[config.mk]
export PLATFORM = sky130hd
export DESIGN_NAME = traffic_display_flat
export DESIGN_NICKNAME = d
export VERILOG_FILES = /design/src/rtl/traffic_pkg.sv /design/src/rtl/traffic_if.sv /design/src/rtl/seg7_decode.sv /design/src/rtl/traffic_display.sv /design/src/flat_wrapper.sv
export SDC_FILE = /design/constraint.sdc
export NUM_CORES = 1
export LEC_CHECK = 0
export CORE_MARGIN = 1.5
export CORE_UTILIZATION = 56
export CTS_CLUSTER_SIZE = 12
export DETAILED_ROUTE_END_ITERATION = 10
export PLACE_DENSITY = 0.84
export SYNTH_ARGS = -nofsm -noshare
export SYNTH_HDL_FRONTEND = slang
export SYNTH_SLANG_ARGS = --single-unit
[constraint.sdc]
create_clock -name clk -period 8 [get_ports clk]
set_input_delay 1.6 -clock clk [delete_from_list [all_inputs] [get_ports clk]]
set_output_delay 1.6 -clock clk [all_outputs]
set_load 0.05 [all_outputs]
[src/rtl/traffic_pkg.sv]
// Shared constants for the traffic lamp / countdown display block:
// lamp bit map, segment encodings and a binary-to-BCD helper.
package traffic_pkg;

    localparam int MAIN_R = 5;
    localparam int MAIN_Y = 4;
    localparam int MAIN_G = 3;
    localparam int CTRY_R = 2;
    localparam int CTRY_Y = 1;
    localparam int CTRY_G = 0;

    localparam logic [5:0] ALL_RED = 6'b100100;

    // Active-high segments {g,f,e,d,c,b,a}
    localparam logic [6:0] SEG_0     = 7'b0111111;
    localparam logic [6:0] SEG_1     = 7'b0000110;
    localparam logic [6:0] SEG_2     = 7'b1011011;
    localparam logic [6:0] SEG_3     = 7'b1001111;
    localparam logic [6:0] SEG_4     = 7'b1100110;
    localparam logic [6:0] SEG_5     = 7'b1101101;
    localparam logic [6:0] SEG_6     = 7'b1111101;
    localparam logic [6:0] SEG_7     = 7'b0000111;
    localparam logic [6:0] SEG_8     = 7'b1111111;
    localparam logic [6:0] SEG_9     = 7'b1101111;
    localparam logic [6:0] SEG_BLANK = 7'b0000000;

    typedef struct packed {
        logic [1:0] tens;
        logic [3:0] ones;
    } bcd_t;

    // Count never exceeds 31, so three compares replace a divider.
    function automatic bcd_t to_bcd(input logic [4:0] v);
        bcd_t       r;
        logic [4:0] rem;
        if (v >= 5'd30) begin
            r.tens = 2'd3;
            rem    = v - 5'd30;
        end else if (v >= 5'd20) begin
            r.tens = 2'd2;
            rem    = v - 5'd20;
        end else if (v >= 5'd10) begin
            r.tens = 2'd1;
            rem    = v - 5'd10;
        end else begin
            r.tens = 2'd0;
            rem    = v;
        end
        r.ones = rem[3:0];
        return r;
    endfunction

endpackage

[src/rtl/traffic_if.sv]
// Controller-to-display bundle: countdown and lamp request in, segment,
// digit enable, lamp drive and fault flag out.
interface traffic_if;
    logic [4:0] countdown_time;
    logic [5:0] led_light;
    logic [6:0] seg;
    logic [1:0] an;
    logic [5:0] led_out;
    logic       fault;

    modport master (
        output countdown_time, led_light,
        input  seg, an, led_out, fault
    );

    modport slave (
        input  countdown_time, led_light,
        output seg, an, led_out, fault
    );
endinterface

[src/rtl/seg7_decode.sv]
// Combinational BCD digit to 7-segment pattern, with a blank override
// used for leading-zero suppression.
module seg7_decode
    import traffic_pkg::*;
(
    input  logic [3:0] bcd,
    input  logic       blank,
    output logic [6:0] seg
);

    always_comb begin
        seg = SEG_BLANK;
        if (!blank) begin
            case (bcd)
                4'd0:    seg = SEG_0;
                4'd1:    seg = SEG_1;
                4'd2:    seg = SEG_2;
                4'd3:    seg = SEG_3;
                4'd4:    seg = SEG_4;
                4'd5:    seg = SEG_5;
                4'd6:    seg = SEG_6;
                4'd7:    seg = SEG_7;
                4'd8:    seg = SEG_8;
                4'd9:    seg = SEG_9;
                default: seg = SEG_BLANK;
            endcase
        end
    end

endmodule

[src/rtl/traffic_display.sv]
// Two-digit multiplexed countdown display plus lamp driver with green
// blinking near phase end and a sticky conflict interlock.
module traffic_display
    import traffic_pkg::*;
#(
    parameter int unsigned SCAN_DIV     = 4,
    parameter int unsigned BLINK_DIV    = 16,
    parameter int unsigned BLINK_THRESH = 3
) (
    input  logic      clk,
    input  logic      rst,
    traffic_if.slave  bus
);

    localparam int SCAN_W  = $clog2(SCAN_DIV);
    localparam int BLINK_W = $clog2(BLINK_DIV);

    logic [4:0]         cnt_q, cnt_d;
    logic [5:0]         led_q, led_d;
    logic               cap_vld_q, cap_vld_d;
    logic [SCAN_W-1:0]  scan_q, scan_d;
    logic               digit_q, digit_d;
    logic [BLINK_W-1:0] blink_cnt_q, blink_cnt_d;
    logic               blink_ph_q, blink_ph_d;
    logic [6:0]         seg_q, seg_d;
    logic [1:0]         an_q, an_d;
    logic [5:0]         led_out_q, led_out_d;
    logic               fault_q, fault_d;

    bcd_t       bcd;
    logic [3:0] digit_bcd;
    logic       blank_digit;
    logic [6:0] seg_dec;
    logic       in_blink;
    logic       conflict;
    logic [5:0] blink_mask;

    // Capture stage; cap_vld_q keeps the all-zero reset capture from
    // being mistaken for a conflicting lamp request.
    always_comb begin
        cnt_d     = bus.countdown_time;
        led_d     = bus.led_light;
        cap_vld_d = 1'b1;
    end

    always_comb begin
        scan_d  = scan_q + SCAN_W'(1);
        digit_d = digit_q;
        if (scan_q == SCAN_W'(SCAN_DIV - 1)) begin
            scan_d  = '0;
            digit_d = ~digit_q;
        end
    end

    // A new count restarts the blink with the lamp on; the restart is
    // decided at capture time so the first on-half is a full period.
    always_comb begin
        blink_cnt_d = blink_cnt_q + BLINK_W'(1);
        blink_ph_d  = blink_ph_q;
        if (bus.countdown_time != cnt_q) begin
            blink_cnt_d = '0;
            blink_ph_d  = 1'b0;
        end else if (blink_cnt_q == BLINK_W'(BLINK_DIV - 1)) begin
            blink_cnt_d = '0;
            blink_ph_d  = ~blink_ph_q;
        end
    end

    always_comb begin
        bcd         = to_bcd(cnt_q);
        digit_bcd   = digit_q ? {2'b00, bcd.tens} : bcd.ones;
        blank_digit = digit_q && (bcd.tens == 2'd0);
    end

    seg7_decode u_seg7 (
        .bcd   (digit_bcd),
        .blank (blank_digit),
        .seg   (seg_dec)
    );

    always_comb begin
        seg_d = seg_dec;
        an_d  = digit_q ? 2'b01 : 2'b10;
    end

    always_comb begin
        in_blink = (cnt_q != 5'd0) && (32'(cnt_q) <= BLINK_THRESH);
        conflict = cap_vld_q &&
                   ((led_q[MAIN_G] && led_q[CTRY_G]) ||
                    (led_q[MAIN_R:MAIN_G] == 3'b000) ||
                    (led_q[CTRY_R:CTRY_G] == 3'b000));
        blink_mask = 6'b000000;
        if (in_blink && blink_ph_q) begin
            blink_mask[MAIN_G] = 1'b1;
            blink_mask[CTRY_G] = 1'b1;
        end
        fault_d = fault_q | conflict;
        if (!cap_vld_q || fault_q || conflict) begin
            led_out_d = ALL_RED;
        end else begin
            led_out_d = led_q & ~blink_mask;
        end
    end

    always_ff @(posedge clk) begin
        if (rst) begin
            cnt_q       <= '0;
            led_q       <= '0;
            cap_vld_q   <= 1'b0;
            scan_q      <= '0;
            digit_q     <= 1'b0;
            blink_cnt_q <= '0;
            blink_ph_q  <= 1'b0;
            seg_q       <= SEG_BLANK;
            an_q        <= 2'b10;
            led_out_q   <= ALL_RED;
            fault_q     <= 1'b0;
        end else begin
            cnt_q       <= cnt_d;
            led_q       <= led_d;
            cap_vld_q   <= cap_vld_d;
            scan_q      <= scan_d;
            digit_q     <= digit_d;
            blink_cnt_q <= blink_cnt_d;
            blink_ph_q  <= blink_ph_d;
            seg_q       <= seg_d;
            an_q        <= an_d;
            led_out_q   <= led_out_d;
            fault_q     <= fault_d;
        end
    end

    assign bus.seg     = seg_q;
    assign bus.an      = an_q;
    assign bus.led_out = led_out_q;
    assign bus.fault   = fault_q;

endmodule

[src/flat_wrapper.sv]
// flat-port wrapper written by rule: the top's interface ports become plain ports
module traffic_display_flat import traffic_pkg::*;
#(
    parameter int unsigned SCAN_DIV     = 4,
    parameter int unsigned BLINK_DIV    = 16,
    parameter int unsigned BLINK_THRESH = 3
)
  (clk, rst, bus_countdown_time, bus_led_light, bus_seg, bus_an, bus_led_out, bus_fault);
  traffic_if bus_i ();
  input  logic clk;
  input  logic rst;
  input wire logic [$bits(bus_i.countdown_time)-1:0] bus_countdown_time;
  input wire logic [$bits(bus_i.led_light)-1:0] bus_led_light;
  output wire logic [$bits(bus_i.seg)-1:0] bus_seg;
  output wire logic [$bits(bus_i.an)-1:0] bus_an;
  output wire logic [$bits(bus_i.led_out)-1:0] bus_led_out;
  output wire logic [$bits(bus_i.fault)-1:0] bus_fault;
  assign bus_i.countdown_time = bus_countdown_time;
  assign bus_i.led_light = bus_led_light;
  assign bus_seg = bus_i.seg;
  assign bus_an = bus_i.an;
  assign bus_led_out = bus_i.led_out;
  assign bus_fault = bus_i.fault;
  traffic_display #(.SCAN_DIV(SCAN_DIV), .BLINK_DIV(BLINK_DIV), .BLINK_THRESH(BLINK_THRESH)) u_core (.clk(clk), .rst(rst), .bus(bus_i));
endmodule
==> out/qor.yml, run 1 <==
outcome:
  outcome: "finished, violations left"
  violations: "design-rule violations"
clock_network:
  cts_setup_buffers: 0
  clock_tree.buffer_depth: 2
  cts.repair.resized: 0
  root_buffer: "clkbuf_4"
  cts_tree: "done"
  clock_sinks: 36
  cts_max_level: 2
  clk_transition_reported_paths_ns: 0.11
  clock_latency_ns: 0.34
  cts_made_buffers: 5
  holdBufCountCts: 0
grt:
  antenna_found_initial: 0
  track_usage_pct: 21.9
  grt_pass1_vias: 1260
  grt_max_degree: 19
  grt_first_pass_wirelength_mm: 5.53
  overflow: 0
critical_path:
  cpMaxStageDelayCell: "or4b_2"
  cp-end-kind: "flop"
  r2r_cells: 9
  crit_chain: "clkdlybuf4s50_1 > or4b_2 > or2_2"
  cp.required_ns: 8.23
  reg2reg_slack_ns: 4.84
  worstSetupStartpointType: "primary input"
  cpLargestDelayFamily: "simple AND/OR/NAND/NOR gates"
  cpPeakStageDelay_ns: 0.82
  crit_start: "rst"
  crit_cells: 3
  worst_r2r_endpoint: "u_core.bus.seg[5]"
  critical_path_buf_inv_count: 1
  r2r-start: "u_core.cnt_q[2]"
  crit_path_end: "u_core.bus.led_out[2]"
  crit_type: "primary input to flop"
  critPathMaxFanout: 18
  arrival_ns: 3.44
floorplanning:
  rows: 19
  initial_core_util_pct: 60.1
  dieArea_um2: 3350
  die_height_um: 57.9
  core_um2: 2810
  io_pins: 29
  die_x_um: 57.9
power:
  p_int_uw: 318
  power_frac_clock_pct: 31.6
  sw_frac_of_total_pct: 29.4
  totalPowerFinal_uw: 450
  pwr-share-comb_pct: 23.6
  leakage_nw: 0.862
  powerDensity_nw_per_um2: 219
  p_switching_uw: 132
  power_frac_seq_pct: 44.8
  ir_worst_vdd_mv: 0.180
timing:
  setup_ws_ns: 4.79
  worst_pin_slew_ns: 0.686
  hold_violations: 0
  tns_ns: 0
  drv_slew: 0
  rsz0062_at_grt: "false"
  max_slew_margin_pct: 54.2
  fin_crit_ns: 3.21
  fmax_mhz: 311
  finalSetupViolCount: 0
  finClkSkew_ns: 0.00796
  fin_crit_sh_pct: 40.2
worst_hold_path:
  hold_path_class: "flop to flop"
final_layout:
  finalCoreUtilization_pct: 73.2
  diodes: 0
  seq_area_um2: 721
  design_area_um2: 2050
  final_cell_mix: "dfxtp_1, clkdlybuf4s50_1, inv_1, nor2_1, ha_1"
  layout_commonest_cell: "dfxtp_1"
  syn_to_final_growth_pct: 21.9
  fin_nets: 233
  fillCellCount: 216
  drive_above_1_share_pct: 7.21
  multiInputGateArea_um2: 871
synthesis:
  synth_cell_types: 48
  syn_area_um2: 1690
  yosys_most_used_dff: "dfxtp_1"
  synth_edf_count: 0
  yosysTopAreaCell: "dfxtp_1"
  yosys-top-cells-area: "dfxtp_1, ha_1, nor2b_1"
  syn_inst: 179
  ys_warn_count: 0
  netlist.area_leader.share_pct: 42.8
  ys_async_sr_fraction_pct: 0
  seq_area_frac_synth_pct: 42.8
  synth_nets: 205
  avgSynthCellArea_um2: 9.42
  synth_seq_cells: 36
drt:
  wl_mm: 3.12
  drtIter0Drc: 39
  drt-wirelength-per-cell_um: 13.1
  drc: 4
  ant_nets: 0
  vias: 1341
  dr.pass1.iters: 8
  avgViaCountPerCell: 5.61
job:
  drv_cap: 0
placement:
  io_buffers: 28
  place.gp.congestion: 0.811
  hpwlAfterDp_mm: 2.30
  pre_cts_slack_ns: 4.41
  dpl_cell_area_um2: 1960
## how the worst min path moves through the flow
stage / start / to / slack [ns] / cells past startpoint
2_1_floorplan: u_core.scan_q[0] / u_core.scan_q[0] / 0.40 / 1
3_3_place_gp: u_core.scan_q[0] / u_core.scan_q[0] / 0.41 / 1
3_5_place_dp: u_core.led_q[4] / u_core.bus.led_out[4] / 0.43 / 2
5_1_grt: u_core.led_q[1] / u_core.bus.led_out[1] / 0.49 / 2
4_1_cts: u_core.led_q[4] / u_core.bus.led_out[4] / 0.45 / 2
6_report: u_core.led_q[5] / u_core.bus.led_out[5] / 0.45 / 1
## synthesized netlist by cell type (all sizes together) (2+ instances only)
cell / instances
dfxtp: 36
ha: 13
inv: 13
nor2: 13
nor2b: 12
a21oi: 10
nand2: 9
nand3: 8
buf: 6
nor3b: 5
xor2: 5
nor3: 4
o21ai: 4
and2: 3
nand4: 3
or2: 3
xnor2: 3
mux2i: 2
o211ai: 2
o311ai: 2
or4: 2
## cell families (layout without fill, tap and decap cells)
kind of cell               count (synthesis)  in the layout  synth area share [%]
xor gates and xnor gates                   8              8                  4.16
adders and majority gates                 13             13                  9.65
buffers and inverters                     20             49                  5.57
AOI/OAI and AO/OA                         30             30                  12.5
muxes                                      3              3                  2.08
and+or+nand+nor                           69             69                  23.2
DFF                                       36             36                  42.8
## state kept, by name, summed over array words and instances (netlist names)
register            count
u_core.blink_cnt_q      4
u_core.blink_ph_q       1
u_core.bus.an           2
u_core.bus.fault        1
u_core.bus.led_out      6
u_core.bus.seg          7
u_core.cap_vld_q        1
u_core.cnt_q            5
u_core.digit_q          1
u_core.led_q            6
u_core.scan_q           2
## final cells by class
cell class | instances | share of cell area [%]
multi-input combinational | 123 | 42.4
sequential | 36 | 35.1
timing repair buffer | 28 | 13.6
clock buffer | 7 | 3.17
inverter | 13 | 2.38
tap | 31 | 1.89
clock inverter | 1 | 1.46
## power groups by stage
stage / Combinational, mW / Sequential, mW / Clock (mW)
2_1_floorplan: 0.0503 / 0.230 / 0
3_3_place_gp: 0.103 / 0.205 / 0
3_5_place_dp: 0.105 / 0.206 / 0
4_1_cts: 0.106 / 0.202 / 0.144
5_1_grt: 0.115 / 0.203 / 0.153
6_report: 0.106 / 0.202 / 0.142
## stage by stage
stage / cells / hold slack (ns)
final: 239 / 0.454
after global routing: 239 / 0.485
after CTS: 239 / 0.455
after detailed placement: 231 / 0.429
after global placement: 231 / 0.412
after floorplan: 179 / 0.404
## routing by layer
| layer | GRT usage (%) | routed length, µm |
|---|---|---|
| met1 | 25.0 | 1340 |
| met2 | 38.0 | 1560 |
| met3 | 5.58 | 158 |
| met4 | 10.6 | 57 |
| met5 | 0 | 0 |
(Power assumes the default switching activity.)
==> inputs of run 2 (changes only) <==
- CORE_UTILIZATION: 56 -> 47
- PLACE_DENSITY: 0.84 -> 0.75
- clock period: 8 -> 2.6 ns (I/O delays scaled with it)
==> run 2 against run 1 <==
Global-route usage shrank 3.9 points. Clock power grew 100%. Via count grew 2.3%. The run now ends clean.
==> out/qor.yml, run 2 (same netlist as run 1, synthesis figures left out) <==
outcome:
  outcome: "complete, no violations"
timing:
  fin_crit_sh_pct: 98.1
  drv_slew: 0
  fmax_mhz: 392
  hold_violations: 0
  tns_ns: 0
  fin_crit_ns: 2.55
  finClkSkew_ns: 0.00845
  worst_pin_slew_ns: 0.521
  finalSetupViolCount: 0
  max_slew_margin_pct: 65.2
power:
  power_frac_clock_pct: 22.8
  p_int_uw: 846
  leakage_nw: 0.894
  sw_frac_of_total_pct: 32.7
  power_frac_seq_pct: 48.5
  powerDensity_nw_per_um2: 588
  ir_worst_vdd_mv: 0.379
  pwr-share-comb_pct: 28.7
  p_switching_uw: 411
drt:
  drc: 0
  avgViaCountPerCell: 5.22
  wl_mm: 3.34
  dr.pass1.iters: 4
  ant_nets: 0
  vias: 1372
  drt-wirelength-per-cell_um: 12.7
  drtIter0Drc: 52
final_layout:
  syn_to_final_growth_pct: 26.9
  fin_nets: 242
  final_cell_mix: "dfxtp_1, clkdlybuf4s50_1, nor2_1, nor2b_1, ha_1"
  drive_above_1_share_pct: 14.7
  diodes: 0
  layout_commonest_cell: "dfxtp_1"
  largest_reg_flops: 7
  design_area_um2: 2140
critical_path:
  critPathMaxFanout: 6
  worstSetupStartpointType: "flop"
  cp.required_ns: 2.87
  crit_type: "flop to flop"
  cp-end-kind: "flop"
  arrival_ns: 2.82
clock_network:
  clk_transition_reported_paths_ns: 0.11
  clock_sinks: 36
  cts_tree: "done"
  root_buffer: "clkbuf_4"
  clock_latency_ns: 0.33
  cts_max_level: 2
  clock_tree.buffer_depth: 2
  cts_made_buffers: 5
grt:
  antenna_found_initial: 0
  overflow: 0
  track_usage_pct: 18.0
  grt_max_degree: 17
  grt_pass1_vias: 1324
  grt_first_pass_wirelength_mm: 5.66
floorplanning:
  rows: 21
  core_um2: 3390
  die_x_um: 62.9
  io_pins: 29
  dieArea_um2: 3950
  initial_core_util_pct: 49.7
  die_height_um: 62.9
job:
  drv_cap: 0
placement:
  dpl_cell_area_um2: 2040
  hpwlAfterDp_mm: 2.58
  io_buffers: 28
  place.gp.congestion: 0.834
worst_hold_path:
  hold_path_class: "flop to flop"
## run 2: cell count changes in the layout (fill, tap and decap cells not counted), sizes merged
cell	before	now
bufinv	1	0
clkbuf	7	5
buf	0	9
clkinv	0	3
## run 2: final cells by class
cell class                 instances  area (µm²)
clock buffer                       5        37.5
clock inverter                     3        18.8
fill                             264        1250
inverter                          13        48.8
multi-input combinational        123         900
sequential                        36         728
tap                               46        57.6
timing repair buffer              37         348
## run 2: path summary, 6_finish.rpt
path                                       start                 to  slack, ns  cells past startpoint
worst max-delay path             u_core.cnt_q[2]  u_core.bus.seg[5]       0.05                      9
worst min-delay path            u_core.scan_q[0]   u_core.scan_q[0]       0.44                      1
worst max register to register   u_core.cnt_q[2]  u_core.bus.seg[5]       0.05                      9
worst min register to register  u_core.scan_q[0]   u_core.scan_q[0]       0.44                      1
## run 2: power groups by stage
stage / combinational, mW / clock (mW) / sequential, mW
3_5_place_dp: 0.349 / 0 / 0.624
6_report: 0.361 / 0.286 / 0.610
2_1_floorplan: 0.159 / 0 / 0.708
5_1_grt: 0.392 / 0.328 / 0.615
3_3_place_gp: 0.342 / 0 / 0.623
4_1_cts: 0.351 / 0.297 / 0.611
## run 2: critical path, stage by stage (launching register included)
cell and delay [ns]:
dfxtp_4 0.38, inv_2 0.09, ha_4 0.15, and2b_2 0.24, o31a_1 0.33, o311ai_4 0.36
inv_2 0.06, ha_1 0.21, or4_1 0.55, nand3_1 0.10
## run 2: metrics by stage
| step | power, mW | setup WS, ns | hold slack, ns | utilization, % | cells |
|---|---|---|---|---|---|
| after floorplan | 0.867 | 0.0275 | 0.404 | - | 179 |
| after global placement | 0.965 | 0.121 | 0.412 | 60.2 | 253 |
| after detailed placement | 0.973 | 0.0164 | 0.416 | 60.2 | 253 |
| after CTS | 1.26 | 0.00197 | 0.432 | 62.0 | 261 |
| after global routing | 1.33 | -0.0177 | 0.447 | 63.1 | 263 |
| final | 1.26 | 0.0503 | 0.436 | 63.1 | 263 |
## run 2: repair_timing
| action | 4_1_cts | 5_1_grt |
|---|---|---|
| hold buffers | 0 | 0 |
| gates resized for setup | 1 | 9 |
| pin swaps | 0 | 2 |
| setup buffers | 0 | 2 |
| setup endpoints to repair | 1 | 2 |
| gates cloned | 0 | 0 |
## run 2: layer usage
layer	global-route usage, %	up-vias	wire (µm)	part of all wire (%)
met5	0	-	0	0
li1	-	692	-	-
met2	32.3	43	1720	52
met1	19.5	627	1370	41
met4	8.33	0	102	3.1
met3	4.68	10	144	4.3
